### src/rtl/branch_recovery_ctrl_pkg.sv
// Shared types, widths and the wrap-aware age compare for the branch recovery controller.
package branch_recovery_ctrl_pkg;

    localparam int BRC_SQN_W     = 7;
    localparam int BRC_FETCHID_W = 3;
    localparam int BRC_PC_W      = 31;

    typedef struct packed {
        logic [BRC_SQN_W-1:0]     sqN;
        logic                     flush;
        logic [BRC_FETCHID_W-1:0] fetchID;
        logic [BRC_PC_W-1:0]      dstPC;
    } BrReq_t;

    typedef enum logic [1:0] {
        IDLE       = 2'd0,
        WAIT_START = 2'd1,
        REPLAY     = 2'd2,
        DRAIN      = 2'd3
    } BrCtrlState_t;

    // a is older than b when (a - b) is negative modulo 2^SQN_W; live sqNs span under half range.
    function automatic logic sqn_older(input logic [BRC_SQN_W-1:0] a,
                                       input logic [BRC_SQN_W-1:0] b);
        logic [BRC_SQN_W-1:0] diff;
        diff = a - b;
        return diff[BRC_SQN_W-1];
    endfunction

endpackage

### src/rtl/branch_recovery_ctrl_oldest_sel.sv
// Combinational age-compare tree: picks the oldest valid request, lower port index on ties.
// NUM_SRC must be a power of two; node n combines children 2n (lower ports) and 2n+1.
module branch_oldest_sel
    import branch_recovery_ctrl_pkg::*;
#(
    parameter int NUM_SRC = 4,
    parameter int IDX_W   = $clog2(NUM_SRC)
) (
    input  logic [NUM_SRC-1:0]                valid,
    input  logic [NUM_SRC-1:0][BRC_SQN_W-1:0] sqn,
    output logic [IDX_W-1:0]                  win_idx,
    output logic                              win_valid
);

    logic                 node_valid [2*NUM_SRC];
    logic [BRC_SQN_W-1:0] node_sqn   [2*NUM_SRC];
    logic [IDX_W-1:0]     node_idx   [2*NUM_SRC];

    always_comb begin
        for (int n = 0; n < 2*NUM_SRC; n++) begin
            node_valid[n] = 1'b0;
            node_sqn[n]   = '0;
            node_idx[n]   = '0;
        end
        for (int i = 0; i < NUM_SRC; i++) begin
            node_valid[NUM_SRC+i] = valid[i];
            node_sqn[NUM_SRC+i]   = sqn[i];
            node_idx[NUM_SRC+i]   = IDX_W'(i);
        end
        // Right child only wins when strictly older, so ties resolve to the lower port.
        for (int n = NUM_SRC-1; n >= 1; n--) begin
            if (node_valid[2*n+1] &&
                (!node_valid[2*n] || sqn_older(node_sqn[2*n+1], node_sqn[2*n]))) begin
                node_sqn[n] = node_sqn[2*n+1];
                node_idx[n] = node_idx[2*n+1];
            end else begin
                node_sqn[n] = node_sqn[2*n];
                node_idx[n] = node_idx[2*n];
            end
            node_valid[n] = node_valid[2*n] | node_valid[2*n+1];
        end
        win_valid = node_valid[1];
        win_idx   = node_idx[1];
    end

endmodule

### src/rtl/branch_recovery_ctrl.sv
// Branch recovery controller: issues the oldest redirect to the ROB and stalls rename through replay + drain.
// Optional macro BRCTRL_PERF_EN adds the misprediction pulse and stall-cycle performance counter ports.
module branch_recovery_ctrl
    import branch_recovery_ctrl_pkg::*;
#(
    parameter int NUM_SRC   = 4,
    parameter int SQN_W     = BRC_SQN_W,
    parameter int FETCHID_W = BRC_FETCHID_W,
    parameter int PC_W      = BRC_PC_W,
    parameter int DRAIN_CYC = 2
) (
    input  logic                                clk,
    input  logic                                rst,
    input  logic [NUM_SRC-1:0]                  IN_reqValid,
    input  logic [NUM_SRC-1:0][SQN_W-1:0]       IN_reqSqN,
    input  logic [NUM_SRC-1:0]                  IN_reqFlush,
    input  logic [NUM_SRC-1:0][FETCHID_W-1:0]   IN_reqFetchID,
    input  logic [NUM_SRC-1:0][PC_W-1:0]        IN_reqDstPC,
    input  logic                                IN_mispredFlush,
    output logic                                OUT_brTaken,
    output logic [SQN_W-1:0]                    OUT_brSqN,
    output logic                                OUT_brFlush,
    output logic [FETCHID_W-1:0]                OUT_brFetchID,
    output logic [PC_W-1:0]                     OUT_brDstPC,
    output logic                                OUT_stallRename,
    output logic                                OUT_busy
`ifdef BRCTRL_PERF_EN
    ,
    output logic                                OUT_PERFC_mispr,
    output logic [31:0]                         OUT_PERFC_stallCyc
`endif
);

    localparam int IDX_W = $clog2(NUM_SRC);

    BrCtrlState_t           state;
    BrCtrlState_t           state_next;
    logic [3:0]             drain_cnt;
    logic [3:0]             drain_cnt_next;

    BrReq_t                 req [NUM_SRC];
    BrReq_t                 win_req;
    logic [NUM_SRC-1:0]     cand_valid;
    logic [IDX_W-1:0]       win_idx;
    logic                   win_valid;

    // While a recovery is open, anything not older than the issued branch is on the squashed path.
    always_comb begin
        for (int i = 0; i < NUM_SRC; i++) begin
            req[i].sqN     = IN_reqSqN[i];
            req[i].flush   = IN_reqFlush[i];
            req[i].fetchID = IN_reqFetchID[i];
            req[i].dstPC   = IN_reqDstPC[i];
            cand_valid[i]  = IN_reqValid[i] &
                             ((state == IDLE) | sqn_older(IN_reqSqN[i], OUT_brSqN));
        end
    end

    branch_oldest_sel #(
        .NUM_SRC (NUM_SRC),
        .IDX_W   (IDX_W)
    ) u_oldest_sel (
        .valid     (cand_valid),
        .sqn       (IN_reqSqN),
        .win_idx   (win_idx),
        .win_valid (win_valid)
    );

    assign win_req = req[win_idx];

    always_ff @(posedge clk) begin
        if (rst) begin
            state         <= IDLE;
            drain_cnt     <= '0;
            OUT_brTaken   <= 1'b0;
            OUT_brSqN     <= '0;
            OUT_brFlush   <= 1'b0;
            OUT_brFetchID <= '0;
            OUT_brDstPC   <= '0;
        end else begin
            state       <= state_next;
            drain_cnt   <= drain_cnt_next;
            OUT_brTaken <= win_valid;
            if (win_valid) begin
                OUT_brSqN     <= win_req.sqN;
                OUT_brFlush   <= win_req.flush;
                OUT_brFetchID <= win_req.fetchID;
                OUT_brDstPC   <= win_req.dstPC;
            end
        end
    end

    // A surviving candidate always restarts the window, even in the cycle the replay ends.
    always_comb begin
        state_next     = state;
        drain_cnt_next = drain_cnt;
        if (win_valid) begin
            state_next     = WAIT_START;
            drain_cnt_next = '0;
        end else begin
            unique case (state)
                IDLE: begin
                    state_next = IDLE;
                end
                WAIT_START: begin
                    if (IN_mispredFlush)
                        state_next = REPLAY;
                end
                REPLAY: begin
                    if (!IN_mispredFlush) begin
                        state_next     = DRAIN;
                        drain_cnt_next = 4'(DRAIN_CYC - 1);
                    end
                end
                DRAIN: begin
                    if (drain_cnt == 4'd0)
                        state_next = IDLE;
                    else
                        drain_cnt_next = drain_cnt - 4'd1;
                end
                default: begin
                    state_next = IDLE;
                end
            endcase
        end
    end

    always_comb begin
        OUT_busy        = (state != IDLE);
        OUT_stallRename = (state != IDLE) | OUT_brTaken;
    end

`ifdef BRCTRL_PERF_EN
    assign OUT_PERFC_mispr = OUT_brTaken;

    always_ff @(posedge clk) begin
        if (rst)
            OUT_PERFC_stallCyc <= '0;
        else if (OUT_stallRename && (OUT_PERFC_stallCyc != 32'hFFFF_FFFF))
            OUT_PERFC_stallCyc <= OUT_PERFC_stallCyc + 32'd1;
    end
`endif

endmodule

### config.mk
export PLATFORM = sky130hd
export DESIGN_NAME = branch_recovery_ctrl
export DESIGN_NICKNAME = d
export VERILOG_FILES = /design/src/rtl/branch_recovery_ctrl_pkg.sv /design/src/rtl/branch_recovery_ctrl_oldest_sel.sv /design/src/rtl/branch_recovery_ctrl.sv
export SDC_FILE = /design/constraint.sdc
export NUM_CORES = 1
export LEC_CHECK = 0
export ABC_AREA = 1
export BUFFER_PORTS_ARGS = -buffer_cell sky130_fd_sc_hd__buf_2
export CAP_MARGIN = 30
export CORE_ASPECT_RATIO = 1.5
export CORE_MARGIN = 5
export CORE_UTILIZATION = 44
export CTS_CLUSTER_SIZE = 40
export DETAILED_ROUTE_END_ITERATION = 6
export GPL_ROUTABILITY_DRIVEN = 0
export PLACE_DENSITY = 0.78
export RECOVER_POWER = 100
export SKIP_CTS_REPAIR_TIMING = 1
export SLEW_MARGIN = 10
export SYNTH_ARGS = -nofsm -noshare
export SYNTH_HDL_FRONTEND = slang
export SYNTH_SLANG_ARGS = --single-unit
export TNS_END_PERCENT = 5
### constraint.sdc
create_clock -name clk -period 3.28 [get_ports clk]
set_input_delay 0.328 -clock clk [delete_from_list [all_inputs] [get_ports clk]]
set_output_delay 0.328 -clock clk [all_outputs]
set_load 0.1 [all_outputs]
After elaboration in Yosys (flattened, before gate mapping)
Cells that the tools add are included.
{ "classes": {"add_sub_neg": 8, "n_lt_le_gt_ge": 1, "n_eq_ne": 10, "muxes": 16, "n_bitwise": 13, "n_reduce_logical": 17} }
{ "ops": {"columns": ["cell", "n"], "rows": [
  ["binary-select mux 42 bit (select 2 bit)", 1],
  ["2-to-1 mux 42 bit", 2],
  ["subtractor 7 bit", 7],
  ["2-to-1 mux 7 bit", 2],
  ["inequality test 3 bit, second input constant", 3],
  ["AND reduction 3 bit", 3],
  ["2-to-1 mux 2 bit", 4],
  ["2-to-1 mux 4 bit", 2],
  ["inequality test 2 bit, second input constant", 4],
  ["bitwise OR 1 bit", 8],
  ["case mux 2 bit (4 select lines)", 1],
  ["case mux 4 bit (2 select lines)", 1],
  ["bitwise AND 1 bit", 4],
  ["equality test 2 bit, second input constant", 2],
  ["zero test 4 bit", 1],
  ["nonzero test 2 bit", 2],
  ["subtractor 4 x 1 -> 4 bit, second input constant", 1],
  [">= comparator 3 bit, second input constant", 1],
  ["logical AND 1 bit", 3],
  ["zero test 1 bit", 3],
  ["logical OR 1 bit", 3],
  ["2-to-1 mux 1 bit", 3],
  ["inverter 2 -> 3 bit", 1],
  ["equality test 2 x 1 -> 1 bit, second input constant", 1],
  ["other kinds (2)", 2]
]} }
{ "totals": {"reg_bits": 49, "output_inout_bits": 45} }

Depth between registers and ports, before layout
Gate-level depths: netlist of run 1.
{ "depth": {"word_depth": 15, "depth_mapped": 30} }

Modules after synthesis
A second synthesis of run 1 with hierarchy kept.
{ "hier_totals": {"hier_cells": 731, "hier_area_um2": 4396.7} }
{ "modules_own_cells": {"columns": ["mod", "instances", "cells_each", "area_each_um2", "seq_area_each_um2"], "rows": [
  ["branch_recovery_ctrl", 1, 592, 3623.5, 980.9],
  ["branch_oldest_sel", 1, 139, 773.2, 0.0]
]} }

Worst setup path after synthesis of run 1
Ideal clock, no wire load.
{ "synth_timing": {"path_type": "register to register", "from": "reg OUT_brSqN[5]", "to": "reg OUT_brDstPC[20]", "setup_time_ns": 0.115, "t_arrival_ns": 4.193, "required_time_ns": 3.165, "path_slack_ns": -1.028, "path_stages_with_launch": 28, "n_path_buf": 3, "period_less_slack_ns": 4.308, "path_cell_list": "dfxtp_1 -> inv_1 -> ha_1 -> nand2_1 -> inv_1 -> a21oi_1 -> nand2_1 -> nand2_1 -> nand3_1 -> nand2_1 -> inv_2 -> nand2_2 -> clkbuf_1 -> o21ai_0 -> ha_1 -> a21oi_1 -> nor2_1 -> a211oi_1 -> nand3_1 -> nand3_2 -> nand2_2 -> buf_6 -> buf_6 -> or2_1 -> nand2_1 -> nand2_1 -> nand3_1 -> nand2_1"} }
{ "synth_between": {"elab_chain_len": 15} }
{ "synth_rtl": {"columns": ["element", "line_no", "rtl"], "rows": [
  ["start, declared", "branch_recovery_ctrl.sv:21", "output logic [SQN_W-1:0] OUT_brSqN,"],
  ["start signal, assigned", "branch_recovery_ctrl.sv:85", "OUT_brSqN <= win_req.sqN;"],
  ["subtractor 7 bit", "branch_recovery_ctrl_pkg.sv:26", "diff = a - b;"],
  ["bitwise OR 1 bit", "branch_recovery_ctrl.sv:55", "((state == IDLE) | sqn_older(IN_reqSqN[i], OUT_brSqN));"],
  ["bitwise AND 1 bit", "branch_recovery_ctrl.sv:54", "cand_valid[i] = IN_reqValid[i] &"],
  ["zero test 1 bit", "branch_recovery_ctrl_oldest_sel.sv:33", "(!node_valid[2*n] || sqn_older(node_sqn[2*n+1], node_sqn[2*n]))) begin"],
  ["logical OR 1 bit", "branch_recovery_ctrl_oldest_sel.sv:33", null],
  ["logical AND 1 bit", "branch_recovery_ctrl_oldest_sel.sv:32", "if (node_valid[2*n+1] &&"],
  ["2-to-1 mux 7 bit", "branch_recovery_ctrl_oldest_sel.sv:32", null],
  ["subtractor 7 bit", "branch_recovery_ctrl_pkg.sv:26", null],
  ["logical OR 1 bit", "branch_recovery_ctrl_oldest_sel.sv:33", null],
  ["logical AND 1 bit", "branch_recovery_ctrl_oldest_sel.sv:32", null],
  ["2-to-1 mux 2 bit", "branch_recovery_ctrl_oldest_sel.sv:32", null],
  ["inverter 2 -> 3 bit (implied by the code)", "branch_recovery_ctrl.sv:69", "assign win_req = req[win_idx];"],
  ["binary-select mux 42 bit (select 2 bit)", "branch_recovery_ctrl.sv:69", null],
  ["2-to-1 mux 42 bit (implied by the code) (2 in series)", "branch_recovery_ctrl.sv:69", null],
  ["end signal, assigned", "branch_recovery_ctrl.sv:88", "OUT_brDstPC <= win_req.dstPC;"],
  ["end, declared", "branch_recovery_ctrl.sv:24", "output logic [PC_W-1:0] OUT_brDstPC,"]
]} }
Parallel ways exist; a longest one is shown, timed or not. The select of a mux whose other input is x is not followed.
A chain may end at the register's enable or synchronous reset.

Worst setup path after layout of run 1
{ "layout_timing": {"from": "reg OUT_brSqN[4]", "to": "reg OUT_brFetchID[2]"} }
{ "layout_between": {"elab_chain_len": 15} }
{ "layout_rtl": {"columns": ["element", "line_no", "rtl"], "rows": [
  ["subtractor 7 bit", "branch_recovery_ctrl_pkg.sv:26", null],
  ["bitwise OR 1 bit", "branch_recovery_ctrl.sv:55", null],
  ["bitwise AND 1 bit", "branch_recovery_ctrl.sv:54", null],
  ["zero test 1 bit", "branch_recovery_ctrl_oldest_sel.sv:33", null],
  ["logical OR 1 bit", "branch_recovery_ctrl_oldest_sel.sv:33", null],
  ["logical AND 1 bit", "branch_recovery_ctrl_oldest_sel.sv:32", null],
  ["2-to-1 mux 7 bit", "branch_recovery_ctrl_oldest_sel.sv:32", null],
  ["subtractor 7 bit", "branch_recovery_ctrl_pkg.sv:26", null],
  ["logical OR 1 bit", "branch_recovery_ctrl_oldest_sel.sv:33", null],
  ["logical AND 1 bit", "branch_recovery_ctrl_oldest_sel.sv:32", null],
  ["2-to-1 mux 2 bit", "branch_recovery_ctrl_oldest_sel.sv:32", null],
  ["inverter 2 -> 3 bit (implied by the code)", "branch_recovery_ctrl.sv:69", null],
  ["binary-select mux 42 bit (select 2 bit)", "branch_recovery_ctrl.sv:69", null],
  ["2-to-1 mux 42 bit (implied by the code) (2 in series)", "branch_recovery_ctrl.sv:69", null],
  ["end signal, assigned", "branch_recovery_ctrl.sv:87", "OUT_brFetchID <= win_req.fetchID;"],
  ["end, declared", "branch_recovery_ctrl.sv:23", "output logic [FETCHID_W-1:0] OUT_brFetchID,"]
]} }
Parallel ways exist; a longest one is shown, timed or not. The select of a mux whose other input is x is not followed.

==> run metrics, run 1 <==
row count 47; Pleak 4.15 nW; Sw Ratio 60.7%; CP Launch Type flop; largest net degree at the start of global routing 39; # DRC 0; initial antenna violation count 1; Via density 5.18; Syn. warnings 0; flops & latches, synth 49; Mapped Cells 843; Chip Width 96.4 µm; Worst setup endpoint OUT_brFetchID[2]; fin. max-slew vios 0; Critical Path Start OUT_brSqN[4]; list of most frequent post-synthesis cells 263 x nand2_1, 226 x nand3_1, 99 x inv_1; Post-synth EDFFs 0; Crit path required time 3.47 ns; min Tclk post-route 3.57 ns; slew at the pin with the worst max-slew slack 1.27 ns; area leader, netlist nand3_1; pwr/cell area 1150 nW/µm²; drt wl/cell 15.2 µm; syn_nets 1059; most frequent CP cell nand3_1; TritonRoute pass-1 iters 5; Psw 0.00525 W; DIE AREA 13400 µm²; Setup WS post-layout -0.290 ns; cell count of the worst reg-to-reg path 25; worst min path class in -> reg; clock buffer count from CTS 5; fraction of layout instances using a drive strength above 1 34.6%; PortBufs 219; HPWL Detailed 13600 µm; Fin Clk Skew 0.00775 ns; Buf/Inv on CP 4; R2R setup slack -0.29 ns; fillers 1032; failing checks negative setup slack; Fmax achieved 0.280 GHz; root buf cell clkbuf_16; Pint 0.00341 W; CTS Sinks 49; Nets 1321; CTS H-tree depth 2; Comb power frac 81.1%; RSZ-0062 raised after global routing yes; CTS tree done; Critical Path Stages 25; drt first-iter violations 359; Area Growth Syn to Fin 52.9%; vias 6498; WP data arrival 3.76 ns; status complete, but fails checks; worst reg2reg path endpoint OUT_brFetchID[2]; Syn Area/Cell 5.84 µm²; post-synthesis sequential area ratio 19.9%; Starting Density 44.7%; I/O pin cnt 220; Synth Cell Area 4920 µm²; CP peak stage delay 0.38 ns; Setup crit end kind flop; Worst slew margin 15.8%; clk_lat worst skew 0.30 ns; synth top area cells nand3_1 23%, nand2_1 20%, dfxtp_1 20%; asr flop ratio synth 0%; Reg clk slew, reported paths 0.07 ns; first-pass GRT wire length 27400 µm; clock buffer depth 2; Peak VDD IR 774 µV; clock network power share 6.1%; Sequential Power Share 12.8%; Core Area 11000 µm²; most frequent cell after synthesis nand2_1; Top FF cell, synth dfxtp_1; Synth top area share 23.0%; GR Overflow Total 0; post-route ant nets 0; fin crit share 109%; critical path's top delay family simple AND/OR/NAND/NOR gates; Sequential Area 1000 µm²; critical path class reg -> reg; # Max-Cap Violations 0; pre-CTS WS -0.302 ns; post-synth cell types 29; Fin Hold WS 0.282 ns; largest fanout on the critical path 17; vias in the first global route 5935; cell at the slowest stage of the critical path dfxtp_4; area of the multi-input gates 3760 µm²; WL final 19000 µm; setup violators final 42; Reg2Reg Launch Point OUT_brSqN[4]; final hold vios 0; Total GRT Usage 25.4%; Die Ht 140 µm
## how the worst min path moves through the flow
| stage | start | to | slack, ns | cells after the start |
|---|---|---|---|---|
| after floorplan | rst | state[0] | 0.40 | 1 |
| after global placement | OUT_brDstPC[30] | OUT_brDstPC[30] | 0.43 | 2 |
| after detailed placement | OUT_brDstPC[5] | OUT_brDstPC[5] | 0.43 | 2 |
| after CTS | rst | state[0] | 0.28 | 2 |
| after global routing | rst | state[0] | 0.29 | 2 |
| final | rst | state[0] | 0.28 | 2 |
## layout by cell type, fill, tap and decap left out, types with 2 or more instances in the layout
| cell type | n |
|---|---|
| nand2_4 | 6 |
| nand2_1 | 244 |
| a21oi_1 | 7 |
| nor2_1 | 14 |
| dfxtp_4 | 5 |
| dfxtp_2 | 3 |
| buf_12 | 10 |
| or2_2 | 25 |
| nor3_1 | 2 |
| o21ai_1 | 9 |
| o21ai_2 | 3 |
| xnor2_1 | 5 |
| a21oi_2 | 3 |
| xor2_1 | 4 |
| clkbuf_1 | 43 |
| o21ai_0 | 8 |
| nand3_4 | 5 |
| or2_4 | 2 |
| ha_1 | 27 |
| ha_4 | 13 |
| nor2_4 | 2 |
| nand3_1 | 212 |
| nand2_8 | 3 |
| nor2_2 | 3 |
| buf_2 | 176 |
| buf_6 | 8 |
| clkinv_4 | 2 |
| nand3_2 | 10 |
| buf_4 | 53 |
| clkbuf_16 | 16 |
| nand2_2 | 18 |
| inv_1 | 90 |
| dfxtp_1 | 41 |
| inv_8 | 3 |
| a21o_1 | 4 |
| or2_1 | 10 |
| clkinvlp_4 | 2 |
| inv_2 | 7 |
## state kept, by name, indices dropped and copies added (netlist names)
signal / flops
OUT_brSqN: 7
OUT_brFlush: 1
OUT_brDstPC: 31
drain_cnt: 4
OUT_brTaken: 1
state: 2
OUT_brFetchID: 3
## per-layer routing
metal	part of all wire [%]	global-route usage [%]
met1	36	28.1
met2	53	45.8
met3	7.5	4.81
met4	3.4	10.6
met5	0	0
## power groups by stage
stage / combinational (W) / sequential, W / clock (W)
floorplan: 0.00267 / 0.00308 / 0
global placement: 0.00597 / 0.00110 / 0
detailed placement: 0.00608 / 0.00110 / 0
CTS: 0.00609 / 0.00109 / 0.000536
global route: 0.00749 / 0.00114 / 0.000562
finish: 0.00702 / 0.00111 / 0.000529
## logic make-up (layout without fill, tap and decap cells)
kind of cell    count (synthesis)  in the layout  synth area share, %
other cells                     0              1                    0
xor+xnor                        9              9                 1.60
flops                          49             49                 19.9
mux                             1              1                0.203
simple gates                  553            556                 50.3
compound gates                 38             38                 4.27
buf+inv                       152            412                 13.2
fa+ha+maj                      41             41                 10.4
## worst register-to-register path, stage by stage (launching register included)
cell and delay, ns:
dfxtp_4 0.38, inv_8 0.05, ha_1 0.28, nand2_2 0.09
a21oi_1 0.05, nor2_1 0.16, nand3_1 0.14, nand3_4 0.13
nand3_4 0.10, nand2_2 0.10, nand2_1 0.07, o21ai_2 0.08
ha_4 0.23, a21oi_2 0.11, nor2_1 0.06, a211oi_2 0.23
nand3_1 0.16, nand3_4 0.20, buf_6 0.13, nand2_4 0.06
buf_4 0.15, clkbuf_16 0.17, nand3_1 0.10, nand3_1 0.11
nand3_1 0.12, nand2_1 0.05
## final cells by class
| cell class | count | share of cell area, % |
|---|---|---|
| inverter | 103 | 5.57 |
| multi-input combinational | 645 | 50.0 |
| clock buffer | 5 | 1.66 |
| clock inverter | 3 | 0.299 |
| tap | 147 | 2.44 |
| timing repair buffer | 301 | 26.7 |
| antenna | 1 | 0.0333 |
| sequential | 49 | 13.3 |
## through the flow
stage	cell area [µm²]	utilization, %	instances	power, W	setup TNS (ns)
3_5_place_dp	6790	61.7	1222	0.00717	-11.06
2_1_floorplan	5200	-	843	0.00575	-6.26
5_1_grt	7520	68.4	1254	0.00919	-17.26
6_report	7520	68.4	1254	0.00866	-9.58
4_1_cts	6940	63.1	1230	0.00771	-5.24
3_3_place_gp	6770	61.6	1221	0.00707	-10.39
Note: power is estimated with default switching activity, not from simulation.
==> run 2, diff against run 1 <==
--- a/config.mk
+++ b/config.mk
@@ -5,16 +5,15 @@
 export SDC_FILE = /design/constraint.sdc
 export NUM_CORES = 1
 export LEC_CHECK = 0
-export ABC_AREA = 1
 export BUFFER_PORTS_ARGS = -buffer_cell sky130_fd_sc_hd__buf_2
 export CAP_MARGIN = 30
 export CORE_ASPECT_RATIO = 1.5
 export CORE_MARGIN = 5
-export CORE_UTILIZATION = 44
+export CORE_UTILIZATION = 40
 export CTS_CLUSTER_SIZE = 40
 export DETAILED_ROUTE_END_ITERATION = 6
 export GPL_ROUTABILITY_DRIVEN = 0
-export PLACE_DENSITY = 0.78
+export PLACE_DENSITY = 0.74
 export RECOVER_POWER = 100
 export SKIP_CTS_REPAIR_TIMING = 1
 export SLEW_MARGIN = 10
==> run metrics, run 2 <==
status complete, but fails checks; failing checks negative setup slack; most common cell after layout, fill and taps aside buf_2; cell count of the worst reg-to-reg path 20; root buf cell clkbuf_16; Synth Cell Area 4370 µm²; post-synthesis sequential area ratio 22.5%; Die Ht 138 µm; flops & latches, synth 49; largest net degree at the start of global routing 65; fillers 947; Via density 5.98; Non-Filler Instances 926; Most flops, register OUT_brDstPC; slew at the pin with the worst max-slew slack 1.24 ns; asr flop ratio synth 0%; fin crit share 131%; Peak VDD IR 630 µV; Largest regs OUT_brDstPC: 31 flops, OUT_brSqN: 7 flops, drain_cnt: 4 flops; Core Area 10600 µm²; critical path's top delay family compound AO/OA/AOI/OAI gates; WL final 17500 µm; Critical Path Start OUT_brSqN[1]; Crit path required time 3.51 ns; first-pass GRT wire length 26700 µm; Post-synth EDFFs 0; synth top area cells dfxtp_1 22%, ha_1 12%, a222oi_1 9.6%; Reg clk slew, reported paths 0.07 ns; startpoint of the lowest-slack hold path IN_reqDstPC[72]; antenna cells 0; R2R setup slack -1.01 ns; Setup WS post-layout -1.01 ns; Hold Crit Depth 3; # Max-Cap Violations 0; CTS Sinks 49; initial antenna violation count 0; GR Overflow Total 0; vias in the first global route 5733; CTS tree done; I/O pin cnt 220; clk_lat worst skew 0.30 ns; critical path cell sequence inv_1 > buf_4 > ha_1 > a211oi_2 > or3_1 > nand3_2 > a31oi_4 > mux2_2 > ha_1 > and4_4 > nand3b_1 > mux2_2 > nand3b_1 > buf_6 > xnor2_4 > buf_4 > clkbuf_16 > a211oi_1 > a222oi_1 > o21ai_1; row count 46; clock buffer count from CTS 5; worst min path class in -> reg; DP Cell Count 914; min Tclk post-route 4.29 ns; clock buffer depth 2; list of most frequent post-synthesis cells 59 x nor2_1, 49 x dfxtp_1, 42 x a221oi_1, 42 x a222oi_1, 42 x o21ai_1; Synth top area share 22.5%; area leader, netlist dfxtp_1; most frequent cell after synthesis nor2_1; most frequent cells in the layout 174 x buf_2, 70 x buf_4, 59 x nor2_1; Nets 997; # DRC 0; TritonRoute pass-1 iters 7; Setup crit end kind flop; RSZ-0062 raised after global routing yes; Chip Width 95.3 µm; Mapped Cells 513; area of the multi-input gates 3420 µm²; WP data arrival 4.52 ns; fraction of layout instances using a drive strength above 1 45.9%; CP peak stage delay 0.37 ns; post-route ant nets 0; vias 5541; HPWL Detailed 13500 µm; GR Util met1 26.3%; critical path class reg -> reg; Total GRT Usage 25.0%; Pleak 2.87 nW; cell at the slowest stage of the critical path mux2_2; Hold Path End OUT_brDstPC[10]; fin util 62.8%; Fmax achieved 0.233 GHz; Area Growth Syn to Fin 53.0%; CP Launch Type flop; Reg2Reg Launch Point OUT_brSqN[1]; pwr/cell area 1060 nW/µm²; largest fanout on the critical path 8; Syn Area/Cell 8.52 µm²; setup violators final 42; Syn. warnings 0; max FFs per register 31; Fin Hold WS 0.258 ns; Top FF cell, synth dfxtp_1; worst reg2reg path endpoint OUT_brDstPC[13]; Sequential Area 1000 µm²; syn_nets 729; Fin Clk Skew 0.00707 ns; Starting Density 41.0%; Most Used Layer, Global Route met2; fin. max-slew vios 0; met3 GRT Util 3.53%; Worst slew margin 17.6%; DIE AREA 13200 µm²; PortBufs 219; final hold vios 0; drt wl/cell 18.9 µm; Buf/Inv on CP 5; drt first-iter violations 390; CTS H-tree depth 2; M2 GR Usage 46.3%; post-synth cell types 52
-- run 2: how the worst max path moves through the flow --
stage | to | slack (ns) | cells past startpoint
global route | OUT_brDstPC[4] | -1.23 | 21
finish | OUT_brDstPC[13] | -1.01 | 20
detailed placement | OUT_brDstPC[30] | -1.31 | 20
floorplan | OUT_brDstPC[10] | -0.93 | 22
CTS | OUT_brDstPC[30] | -1.17 | 20
global placement | OUT_brSqN[3] | -1.07 | 21
-- run 2: area by class of cell --
class / count / share of cell area, %
Multi-Input combinational cell: 395 / 51.1
Timing Repair Buffer: 303 / 27.4
Sequential cell: 49 / 15.0
Tap cell: 144 / 2.70
Clock buffer: 5 / 1.87
Inverter: 27 / 1.68
Clock inverter: 3 / 0.243
-- run 2: logic make-up (layout without fill, tap and decap cells) --
kind of cell	after synthesis	in the layout	share of synthesized area [%]
multiplexers	11	11	2.69
adder cells (fa/ha/maj)	41	41	11.7
buffers and inverters	69	338	7.04
AND/OR/NAND/NOR	107	107	10.9
XOR/XNOR	13	13	3.12
flip-flops	49	49	22.5
AO/OA/AOI/OAI	223	223	42.0
-- run 2: worst register-to-register path: stages (launching register included) --
cell and delay, ns:
dfxtp_4 0.34, inv_1 0.06, buf_4 0.14, ha_1 0.28, a211oi_2 0.28, or3_1 0.19, nand3_2 0.12, a31oi_4 0.25
mux2_2 0.37, ha_1 0.30, and4_4 0.24, nand3b_1 0.08, mux2_2 0.27, nand3b_1 0.12, buf_6 0.15, xnor2_4 0.08
buf_4 0.18, clkbuf_16 0.17, a211oi_1 0.37, a222oi_1 0.12, o21ai_1 0.11
-- run 2: layer usage --
metal / vias up / routed length (µm)
met3: 62 / 1080
met5: - / 0
met4: 0 / 738
met2: 248 / 9420
li1: 2608 / -
met1: 2623 / 6240
-- run 2: power breakdown --
group | switching [W] | total [W] | internal [W]
Clock | 0.000239 | 0.000520 | 0.000281
Combinational | 0.00370 | 0.00549 | 0.00179
Sequential | 0.000199 | 0.00105 | 0.000854
Total | 0.00414 | 0.00707 | 0.00293
-- run 2: per-stage QoR --
stage          setup WS (ns)  cell area (µm²)  setup TNS (ns)  power [W]
3_3_place_gp           -1.07             6310          -44.85    0.00599
4_1_cts                -1.17             6450          -44.80    0.00663
6_report               -1.01             6680          -40.71    0.00707
5_1_grt                -1.23             6680          -49.49    0.00742
2_1_floorplan         -0.934             4540          -37.45    0.00482
3_5_place_dp           -1.31             6310          -51.00    0.00610
